`src/rtl/fetch_pkg.sv`:
```
// Shared definitions for the byte fetch unit: fetch modes, maximum
// instruction length, compact-mode length codes and the length decoder.
package fetch_pkg;

  localparam logic MODE_MIPS    = 1'b0;
  localparam logic MODE_COMPACT = 1'b1;

  localparam int MAXLEN = 6;

  // Compact-mode length codes carried in the top two bits of the first byte
  localparam logic [1:0] LC_2B = 2'b00;
  localparam logic [1:0] LC_3B = 2'b01;
  localparam logic [1:0] LC_4B = 2'b10;
  localparam logic [1:0] LC_6B = 2'b11;

  // Instruction length in bytes from the fetch mode and the head byte
  function automatic logic [2:0] inst_length(input logic mode, input logic [7:0] b0);
    logic [2:0] len;
    len = 3'd4;
    if (mode == MODE_MIPS) begin
      len = 3'd4;
    end else begin
      case (b0[7:6])
        LC_2B:   len = 3'd2;
        LC_3B:   len = 3'd3;
        LC_4B:   len = 3'd4;
        LC_6B:   len = 3'd6;
        default: len = 3'd4;
      endcase
    end
    return len;
  endfunction

endpackage

```
`src/rtl/byte_queue.sv`:
```
// Circular byte buffer: one-byte push, variable-length pop (1..MAXLEN),
// a MAXLEN-byte peek window starting at the read pointer, and flush.
module byte_queue
  import fetch_pkg::*;
#(
  parameter int QDEPTH = 8
) (
  input  logic                        clk,
  input  logic                        resetn,
  input  logic                        flush_i,
  input  logic                        push_i,
  input  logic [7:0]                  push_data_i,
  input  logic                        pop_i,
  input  logic [2:0]                  pop_len_i,
  output logic [MAXLEN-1:0][7:0]      peek_o,
  output logic [$clog2(QDEPTH):0]     count_o
);

  localparam int PW = $clog2(QDEPTH);
  localparam int CW = PW + 1;

  logic [7:0]    mem_q [QDEPTH];
  logic [PW-1:0] wptr_q, wptr_d;
  logic [PW-1:0] rptr_q, rptr_d;
  logic [CW-1:0] count_q, count_d;
  logic [2:0]    pop_amt_s;

  // Pointer and occupancy next-state; flush discards everything queued
  always_comb begin
    wptr_d    = wptr_q;
    rptr_d    = rptr_q;
    count_d   = count_q;
    pop_amt_s = pop_i ? pop_len_i : 3'd0;
    if (flush_i) begin
      rptr_d  = wptr_q;
      count_d = '0;
    end else begin
      if (push_i) begin
        wptr_d = wptr_q + PW'(1);
      end else begin
        wptr_d = wptr_q;
      end
      rptr_d  = rptr_q + PW'(pop_amt_s);
      count_d = count_q + CW'(push_i) - CW'(pop_amt_s);
    end
  end

  // Pointer and occupancy registers
  always_ff @(posedge clk or negedge resetn) begin
    if (!resetn) begin
      wptr_q  <= '0;
      rptr_q  <= '0;
      count_q <= '0;
    end else begin
      wptr_q  <= wptr_d;
      rptr_q  <= rptr_d;
      count_q <= count_d;
    end
  end

  // Byte storage; a flush cycle never writes
  always_ff @(posedge clk or negedge resetn) begin
    if (!resetn) begin
      for (int i = 0; i < QDEPTH; i++) begin
        mem_q[i] <= 8'h00;
      end
    end else if (push_i && !flush_i) begin
      mem_q[wptr_q] <= push_data_i;
    end
  end

  // Peek window: the next MAXLEN bytes from the read pointer, wrapping
  always_comb begin
    for (int k = 0; k < MAXLEN; k++) begin
      peek_o[k] = mem_q[rptr_q + PW'(k)];
    end
  end

  assign count_o = count_q;

endmodule

```
`src/rtl/byte_fetch_unit.sv`:
```
// Byte fetch unit: streams bytes from a byte-wide instruction memory into a
// small queue and presents whole variable-length instructions to decode.
// Optional macro FETCH_PERF_EN adds perf_insts / perf_bubbles counters.
module byte_fetch_unit
  import fetch_pkg::*;
#(
  parameter int QDEPTH = 8
) (
  input  logic        clk,
  input  logic        resetn,
  output logic [31:0] pc,
  input  logic [7:0]  instmem_dataout,
  input  logic        redirect,
  input  logic [31:0] redirect_pc,
  input  logic        redirect_mode,
  output logic [47:0] inst,
  output logic [2:0]  inst_len,
  output logic [31:0] inst_pc,
  output logic [31:0] next_inst_pc,
  output logic        inst_mode,
  output logic        inst_valid,
  input  logic        inst_ready
`ifdef FETCH_PERF_EN
  ,
  output logic [31:0] perf_insts,
  output logic [31:0] perf_bubbles
`endif
);

  localparam int CW = $clog2(QDEPTH) + 1;

  logic [31:0]            fpc_q, fpc_d;
  logic [31:0]            head_pc_q, head_pc_d;
  logic                   mode_q, mode_d;
  logic [CW-1:0]          count_s;
  logic [MAXLEN-1:0][7:0] peek_s;
  logic [MAXLEN-1:0][7:0] bytes_s;
  logic [2:0]             len_s;
  logic                   valid_s;
  logic                   push_s;
  logic                   pop_s;
  logic [47:0]            inst_s;

  byte_queue #(.QDEPTH(QDEPTH)) u_queue (
    .clk         (clk),
    .resetn      (resetn),
    .flush_i     (redirect),
    .push_i      (push_s),
    .push_data_i (instmem_dataout),
    .pop_i       (pop_s),
    .pop_len_i   (len_s),
    .peek_o      (peek_s),
    .count_o     (count_s)
  );

  // Only resident bytes are visible; anything at or past count reads as zero
  always_comb begin
    for (int k = 0; k < MAXLEN; k++) begin
      bytes_s[k] = (count_s > CW'(k)) ? peek_s[k] : 8'h00;
    end
  end

  assign len_s   = inst_length(mode_q, bytes_s[0]);
  assign valid_s = (count_s >= {{(CW-3){1'b0}}, len_s}) & ~redirect;
  // Push eligibility looks only at the registered count, not a same-cycle pop
  assign push_s  = (count_s < CW'(QDEPTH)) & ~redirect;
  assign pop_s   = valid_s & inst_ready;

  // Right-justified big-endian packing: byte 0 is the most significant
  always_comb begin
    int base;
    inst_s = 48'h0;
    base   = 0;
    for (int k = 0; k < MAXLEN; k++) begin
      if (k < int'(len_s)) begin
        base = 8 * (int'(len_s) - 1 - k);
        inst_s[base +: 8] = bytes_s[k];
      end else begin
        base = 0;  // bytes past the length belong to the next instruction
      end
    end
  end

  // Fetch address, head address and mode next-state; redirect overrides all
  always_comb begin
    fpc_d     = fpc_q;
    head_pc_d = head_pc_q;
    mode_d    = mode_q;
    if (redirect) begin
      fpc_d     = redirect_pc;
      head_pc_d = redirect_pc;
      mode_d    = redirect_mode;
    end else begin
      if (push_s) begin
        fpc_d = fpc_q + 32'd1;
      end else begin
        fpc_d = fpc_q;
      end
      if (pop_s) begin
        head_pc_d = head_pc_q + {29'd0, len_s};
      end else begin
        head_pc_d = head_pc_q;
      end
    end
  end

  // Fetch address, head address and mode registers
  always_ff @(posedge clk or negedge resetn) begin
    if (!resetn) begin
      fpc_q     <= 32'h0;
      head_pc_q <= 32'h0;
      mode_q    <= MODE_MIPS;
    end else begin
      fpc_q     <= fpc_d;
      head_pc_q <= head_pc_d;
      mode_q    <= mode_d;
    end
  end

  assign pc           = fpc_q;
  assign inst         = inst_s;
  assign inst_len     = len_s;
  assign inst_pc      = head_pc_q;
  assign next_inst_pc = head_pc_q + {29'd0, len_s};
  assign inst_mode    = mode_q;
  assign inst_valid   = valid_s;

`ifdef FETCH_PERF_EN
  logic [31:0] perf_insts_q;
  logic [31:0] perf_bubbles_q;

  // Delivered-instruction and starved-decode counters, wrapping silently
  always_ff @(posedge clk or negedge resetn) begin
    if (!resetn) begin
      perf_insts_q   <= 32'h0;
      perf_bubbles_q <= 32'h0;
    end else begin
      if (pop_s) begin
        perf_insts_q <= perf_insts_q + 32'd1;
      end
      if (inst_ready && !valid_s && !redirect) begin
        perf_bubbles_q <= perf_bubbles_q + 32'd1;
      end
    end
  end

  assign perf_insts   = perf_insts_q;
  assign perf_bubbles = perf_bubbles_q;
`endif

endmodule

```
`config.mk`:
```
export PLATFORM = sky130hd
export DESIGN_NAME = byte_fetch_unit
export DESIGN_NICKNAME = d
export VERILOG_FILES = /design/src/rtl/fetch_pkg.sv /design/src/rtl/byte_queue.sv /design/src/rtl/byte_fetch_unit.sv
export SDC_FILE = /design/constraint.sdc
export NUM_CORES = 1
export LEC_CHECK = 0
export ABC_CLOCK_PERIOD_IN_PS = 10800
export CORE_ASPECT_RATIO = 1.25
export CORE_UTILIZATION = 40
export CTS_BUF_LIST = sky130_fd_sc_hd__clkbuf_4
export CTS_CLUSTER_SIZE = 30
export DETAILED_ROUTE_END_ITERATION = 6
export GPL_TIMING_DRIVEN = 0
export PLACE_DENSITY = 0.71
export SYNTH_ARGS = -nofsm -noshare
export SYNTH_HDL_FRONTEND = slang
export SYNTH_HIERARCHICAL = 1
export SYNTH_SLANG_ARGS = --single-unit
```
`constraint.sdc`:
```
create_clock -name clk -period 10.8 [get_ports clk]
set_input_delay 2.7 -clock clk [delete_from_list [all_inputs] [get_ports clk]]
set_output_delay 2.7 -clock clk [all_outputs]
set_load 0.02 [all_outputs]
```
==> results of run 1 <==
power by group through the flow:
| stage | clock [mW] | combinational, mW | sequential [mW] |
|---|---|---|---|
| 3_5_place_dp | 0 | 3.70 | 0.934 |
| 3_3_place_gp | 0 | 3.66 | 0.914 |
| 6_report | 0.333 | 3.81 | 0.933 |
| 5_1_grt | 0.361 | 4.04 | 0.959 |
| 4_1_cts | 0.341 | 3.73 | 0.923 |
| 2_1_floorplan | 0 | 2.48 | 0.901 |
worst max-delay path: stages (launching register included):
cell             delay (ns)
dfrtp_1                0.41
buf_6                  0.16
buf_6                  0.18
mux4_1                 0.57
mux2_2                 0.30
buf_2                  0.20
o21ai_0                0.94
ha_1                   0.46
clkbuf_2               0.25
inv_4                  0.16
ha_2                   0.23
o21ai_1                0.16
nor2_2                 0.27
nand2_1                0.09
ha_1                   0.28
or4b_2                 0.71
nor4_2                 0.30
nand2_1                0.19
nor4bb_1               0.30
clkbuf_4               0.27
a22o_1                 0.16
a221o_1                0.11
clkdlybuf4s50_1        0.60
cell families after synthesis:
| group | count (synthesis) | synth area share (%) |
|---|---|---|
| xor+xnor | 82 | 6.085 |
| flops | 139 | 27.87 |
| buf+inv | 121 | 4.591 |
| mux | 173 | 21.82 |
| fa+ha+maj | 50 | 5.192 |
| other cells | 2 | 0.06017 |
| simple gates | 486 | 20.12 |
| compound gates | 264 | 14.26 |
cell type report:
class	instances	area (µm²)
multi-input cells	1063	8478
clock inverters	14	133.9
inverters	35	137.6
diodes	2	5.005
clock buffers	18	135.1
fillers	2839	15060
flip-flops and latches	139	3478
repair buffers	198	1994
plain buffers	86	455.4
well taps	401	501.7
through the flow:
step                      cells  util, %
after floorplan            1323        -
final                      1956    50.42
after global placement     1917    49.17
after global routing       1955    50.42
after CTS                  1951    50.22
after detailed placement   1918    49.26
registers in the layout (all words and copies together) (netlist names):
signal,cells
u_queue/mem_q,64
u_queue/rptr_q,3
u_queue/wptr_q,3
pc,32
inst_pc,32
inst_mode,1
u_queue/count_o,4
synth_stat cells (15+ instances only):
| cell type | count | area share, % |
|---|---|---|
| nor2_1 | 47 | 1.4 |
| nand4_1 | 18 | 0.90 |
| dfrtp_1 | 139 | 28 |
| nand2_1 | 207 | 6.2 |
| and2_1 | 16 | 0.80 |
| a21oi_1 | 41 | 1.6 |
| xor2_1 | 26 | 1.8 |
| buf_2 | 25 | 1.0 |
| mux4_2 | 48 | 8.7 |
| ha_1 | 47 | 4.7 |
| clkbuf_1 | 44 | 1.3 |
| and3_1 | 33 | 1.7 |
| xnor2_1 | 53 | 3.7 |
| o21ai_0 | 82 | 3.3 |
| a31oi_1 | 15 | 0.75 |
| nor3_1 | 20 | 0.80 |
| mux4_1 | 16 | 3.4 |
| inv_1 | 34 | 1.0 |
| nand3_1 | 56 | 2.2 |
| mux2_2 | 105 | 9.5 |
routing by layer:
metal / track usage, % / share of wire [%]
met1: 35.10 / 40
met2: 46.39 / 49
met3: 4.255 / 6.5
met4: 12.63 / 3.8
met5: 0 / 0
timing repair:
action | CTS | global route
buffers inserted | 1 | 3
pin swaps | 0 | 1
setup endpoints to repair | 16 | 16
resized for setup | 8 | 10
worst max-delay path by stage:
stage          endpoint
2_1_floorplan  inst[17]
3_3_place_gp   inst[32]
3_5_place_dp   inst[32]
4_1_cts        inst[17]
5_1_grt        inst[19]
6_report       inst[19]
==> impl_metrics.yaml, run 1 <==
logic_synthesis:
  async_flop_share_pct: 100.0
  syn_area_um2: 12480
  synth_top_flop_cell: "dfrtp_1"
  synth_seq_cells: 139
  yosysUniqueCellTypes: 91
  synth-edff-count: 0
  yosysWarnings: 6
  seq_area_frac_synth_pct: 27.87
  avgSynthCellArea_um2: 9.478
  synth_cells: 1317
floorplanning:
  dieArea_um2: 31920
  core_area_um2: 30380
  rows: 71
  io_pins: 194
  initial_utilization_pct: 41.08
  die_w_um: 160
  die_h_um: 199.5
sta:
  holdWs_ns: 0.5822
  finalCritPeriodShare_pct: 98.21
  period_minus_slack_ns: 10.61
  setup_tns_ns: 0
  finalMaxSlewViolations: 0
  setup_violations: 0
  layout_setup_ws_ns: 0.1931
  max_slew_margin_pct: 15.05
  skew_ns: 0.03558
  hold_violations: 0
  tightest_slew_ns: 1.267
  fmax_mhz: 94.28
critical_path:
  r2r-end: "u_queue/count_o[3]$_DFF_PN0_"
  critPathKind: "reg -> out"
  r2r_slack_ns: 4.79
  required_ns: 8.10
  r2r_cells: 18
  start_kind: "register"
  cp-startpoint: "u_queue/rptr_q[1]$_DFF_PN0_"
  end_kind: "output pin"
  cp_max_fo: 10
  cp_data_arrival_time_ns: 7.91
  r2r_start: "u_queue/rptr_q[1]$_DFF_PN0_"
layout:
  final_cell_mix: "nand2_1 (206), clkdlybuf4s50_1 (189), dfrtp_1 (139), mux2_2 (105), o21ai_0 (81)"
  layout_commonest_cell: "nand2_1"
  finalNetCount: 1635
  drive_gt1_share_pct: 17.13
  finish.instance_area_um2: 15320
  syn2layout_area_growth_pct: 22.73
power_and_ir_drop:
  switching_power_mw: 2.627
  power_mw: 5.072
  combPwrFrac_pct: 75.0
  ir_drop_mv: 0.1652
  power_leakage_nw: 6.134
  swShare_pct: 51.81
  cell_internal_pwr_mw: 2.444
  p_per_area_nw_per_um2: 331.1
  pwr-share-clk_pct: 6.6
  pwr-share-seq_pct: 18.4
clock_tree:
  htreeDepth: 4
  root_buffer: "clkbuf_4"
  cts.path.max_buffers: 2
  clk_latency_ns: 0.61
  postCtsHoldBufs: 0
  path_clk_slew_ns: 0.14
  cts_tree: "yes"
  cts_buffers: 17
  cts.sinks: 139
global_route:
  grt_pass1_vias: 11860
  gr-total-overflow: 0
  grt_use_total_pct: 27.65
  grt_first_pass_wirelength_um: 68080
  grt_max_degree: 97
  antenna_found_initial: 1
route:
  viasPerCell: 6.099
  post_drt_wl_per_cell_um: 22.87
  first_iter_violations: 1005
  dr.pass1.iters: 6
  routed_wirelength_um: 44740
  vias: 11930
  ant_nets: 0
  drc: 0
status:
  status: "finished, final reports clean"
worst_hold_path:
  worstHoldStart: "inst_pc[2]$_DFFE_PN0P_"
  hold_class: "reg -> reg"
  min_delay_path_depth: 1
  min_to: "inst_pc[2]$_DFFE_PN0P_"
placed_design:
  dp_slack_ns: -0.4047
  dpl_cell_area_um2: 14970
  place.gp.congestion: 1.045
  port_buffers: 193
  place_hpwl_um: 35110
run:
  drv_cap: 0
No activity file was read; power rests on OpenSTA's default activity.
==> run 2, diff against run 1 <==
- CTS_CLUSTER_SIZE: 30 -> 40
==> results of run 2 <==
The final DEF is identical to that of run 1; final timing and power are the same.
==> run 3, diff against run 2 <==
- CAP_MARGIN: not set -> 30
- PLACE_DENSITY: 0.71 -> 0.6
==> run 3 against run 2 <==
Net effect: final area up 0.28%; non-clock buffer count down 2; flip-flop and latch count unchanged; first-iteration DRC count up 11%; wire length up 4.6%; combinational power up 2%; clock skew down 0.0030 ns; utilization up 0.14 points; critical path depth up 4; via count up 0.36%; global-route usage up 1.7 points; power up 2.7%.
==> impl_metrics.yaml, run 3 (synthesized netlist as in run 1, its figures left out) <==
sta:
  hold_violations: 0
  period_minus_slack_ns: 10.46
  fmax_mhz: 95.58
  skew_ns: 0.03260
  setup_violations: 0
  rsz0062_at_grt: "no"
  finalMaxSlewViolations: 0
  finalCritPeriodShare_pct: 96.88
  max_slew_margin_pct: 30.10
  tightest_slew_ns: 1.039
route:
  routed-wl-met2_um: 22620
  first_iter_violations: 1116
  ant_nets: 0
  dr.max_layer_used: "met4"
  route.met3.wl_um: 3031
  post_drt_wl_per_cell_um: 23.97
  vias: 11970
  viasPerCell: 6.134
  drc: 0
  routed_wirelength_um: 46800
  dr.pass1.iters: 7
  m1WireLength_um: 19800
placed_design:
  port_buffers: 193
  place_hpwl_um: 35890
  place.gp.congestion: 0.9711
  place_inst: 1919
global_route:
  grt_pass1_vias: 11680
  grt_first_pass_wirelength_um: 71100
  gr-total-overflow: 0
  grt_use_total_pct: 29.34
  grt_max_degree: 95
  antenna_found_initial: 2
critical_path:
  max_stage_delay_ns: 0.69
  cp_max_fo: 11
  cp_data_arrival_time_ns: 7.76
  cp_slowest_cell: "or4b_2"
  critPathKind: "reg -> out"
  cp_top_family: "buffers and inverters"
  cp_num_buf_inv: 10
  end_kind: "output pin"
  required_ns: 8.10
  start_kind: "register"
floorplanning:
  initial_utilization_pct: 41.08
  core_area_um2: 30380
  die_w_um: 160
  rows: 71
  die_h_um: 199.5
  dieArea_um2: 31920
  io_pins: 194
layout:
  largest_reg_flops: 64
  syn2layout_area_growth_pct: 23.08
  instances_no_fill: 1952
  fillers: 2951
  drive_gt1_share_pct: 16.79
  finalNetCount: 1633
  top_register: "u_queue/mem_q"
  layout_commonest_cell: "nand2_1"
  final_cell_mix: "nand2_1 (206), clkdlybuf4s50_1 (184), dfrtp_1 (139), mux2_2 (105), o21ai_0 (81)"
run:
  drv_cap: 0
power_and_ir_drop:
  p_per_area_nw_per_um2: 339.1
  power_mw: 5.210
  power_leakage_nw: 6.249
  ir_drop_mv: 0.1751
clock_tree:
  cts.path.max_buffers: 2
  cts_buffers: 17
  postCtsHoldBufs: 0
  cts_tree: "yes"
  cts.sinks: 139
  clk_latency_ns: 0.60
  htreeDepth: 4
  path_clk_slew_ns: 0.14
  root_buffer: "clkbuf_4"
worst_hold_path:
  hold_class: "reg -> reg"
status:
  status: "finished, final reports clean"
==> run 3: per-layer routing <==
layer  track usage [%]  vias up
li1                  -     5392
met1             38.80     5979
met2             48.47      516
met3             4.462       86
met4             11.04        0
met5                 0        -
==> run 3: repair_timing <==
action                                  4_1_cts  5_1_grt
setup buffers                                 0        1
endpoints found under the setup margin       16       15
resized for setup                            10       12
==> run 3: cell type report <==
type	count	area (µm²)	share of cell area, %
multi-input cells	1063	8464	55.10
flip-flops and latches	139	3478	22.64
repair buffers	196	1986	12.93
well taps	401	501.7	3.266
plain buffers	86	456.7	2.973
clock inverters	12	197.7	1.287
inverters	35	137.6	0.8959
clock buffers	18	135.1	0.8796
diodes	2	5.005	0.03258
==> run 3: power by group <==
part           total, mW  leakage (nW)  internal [mW]  switching, mW
Combinational       3.88          4.36           1.62           2.25
Sequential         0.921          1.71          0.691          0.230
Clock              0.414         0.176          0.207          0.207
==> run 3: path summary, 6_finish.rpt <==
check                                            start                            end  slack [ns]  cells past startpoint
min                             inst_pc[2]$_DFFE_PN0P_         inst_pc[2]$_DFFE_PN0P_        0.58                      1
max                        u_queue/rptr_q[1]$_DFF_PN0_                       inst[32]        0.34                     26
min in group asynchronous                       resetn  u_queue/mem_q[41]$_DFFE_PN0P_        2.03                      1
max reg2reg                u_queue/rptr_q[1]$_DFF_PN0_   u_queue/count_o[3]$_DFF_PN0_        4.80                     18
max in group asynchronous                       resetn             pc[31]$_DFFE_PN0P_        7.91                      2
min reg2reg                     inst_pc[2]$_DFFE_PN0P_         inst_pc[2]$_DFFE_PN0P_        0.58                      1
==> run 3: through the flow <==
stage | TNS [ns] | util [%] | setup WS [ns] | hold slack [ns] | instance area, µm²
floorplan | 0 | - | 2.090 | 0.5207 | 12500
global placement | -1.837 | 49.17 | -0.2752 | 0.5311 | 14940
detailed placement | -2.450 | 49.28 | -0.3081 | 0.5546 | 14970
CTS | 0 | 50.43 | 0.04958 | 0.5800 | 15320
global route | 0 | 50.56 | 0.001535 | 0.6133 | 15360
finish | 0 | 50.56 | 0.3372 | 0.5793 | 15360
==> run 3: worst reg2reg max path, cell delays in order (launching register included) <==
cell	delay, ns
dfrtp_1	0.44
buf_6	0.17
buf_6	0.18
mux4_1	0.63
mux2_2	0.33
buf_2	0.21
o21ai_0	0.82
ha_1	0.28
a211oi_1	0.10
o211ai_1	0.17
o211ai_1	0.15
inv_1	0.27
buf_1	0.70
nand2_1	0.17
ha_1	0.37
ha_1	0.30
a21o_1	0.17
a2111o_1	0.40
o21ai_0	0.07
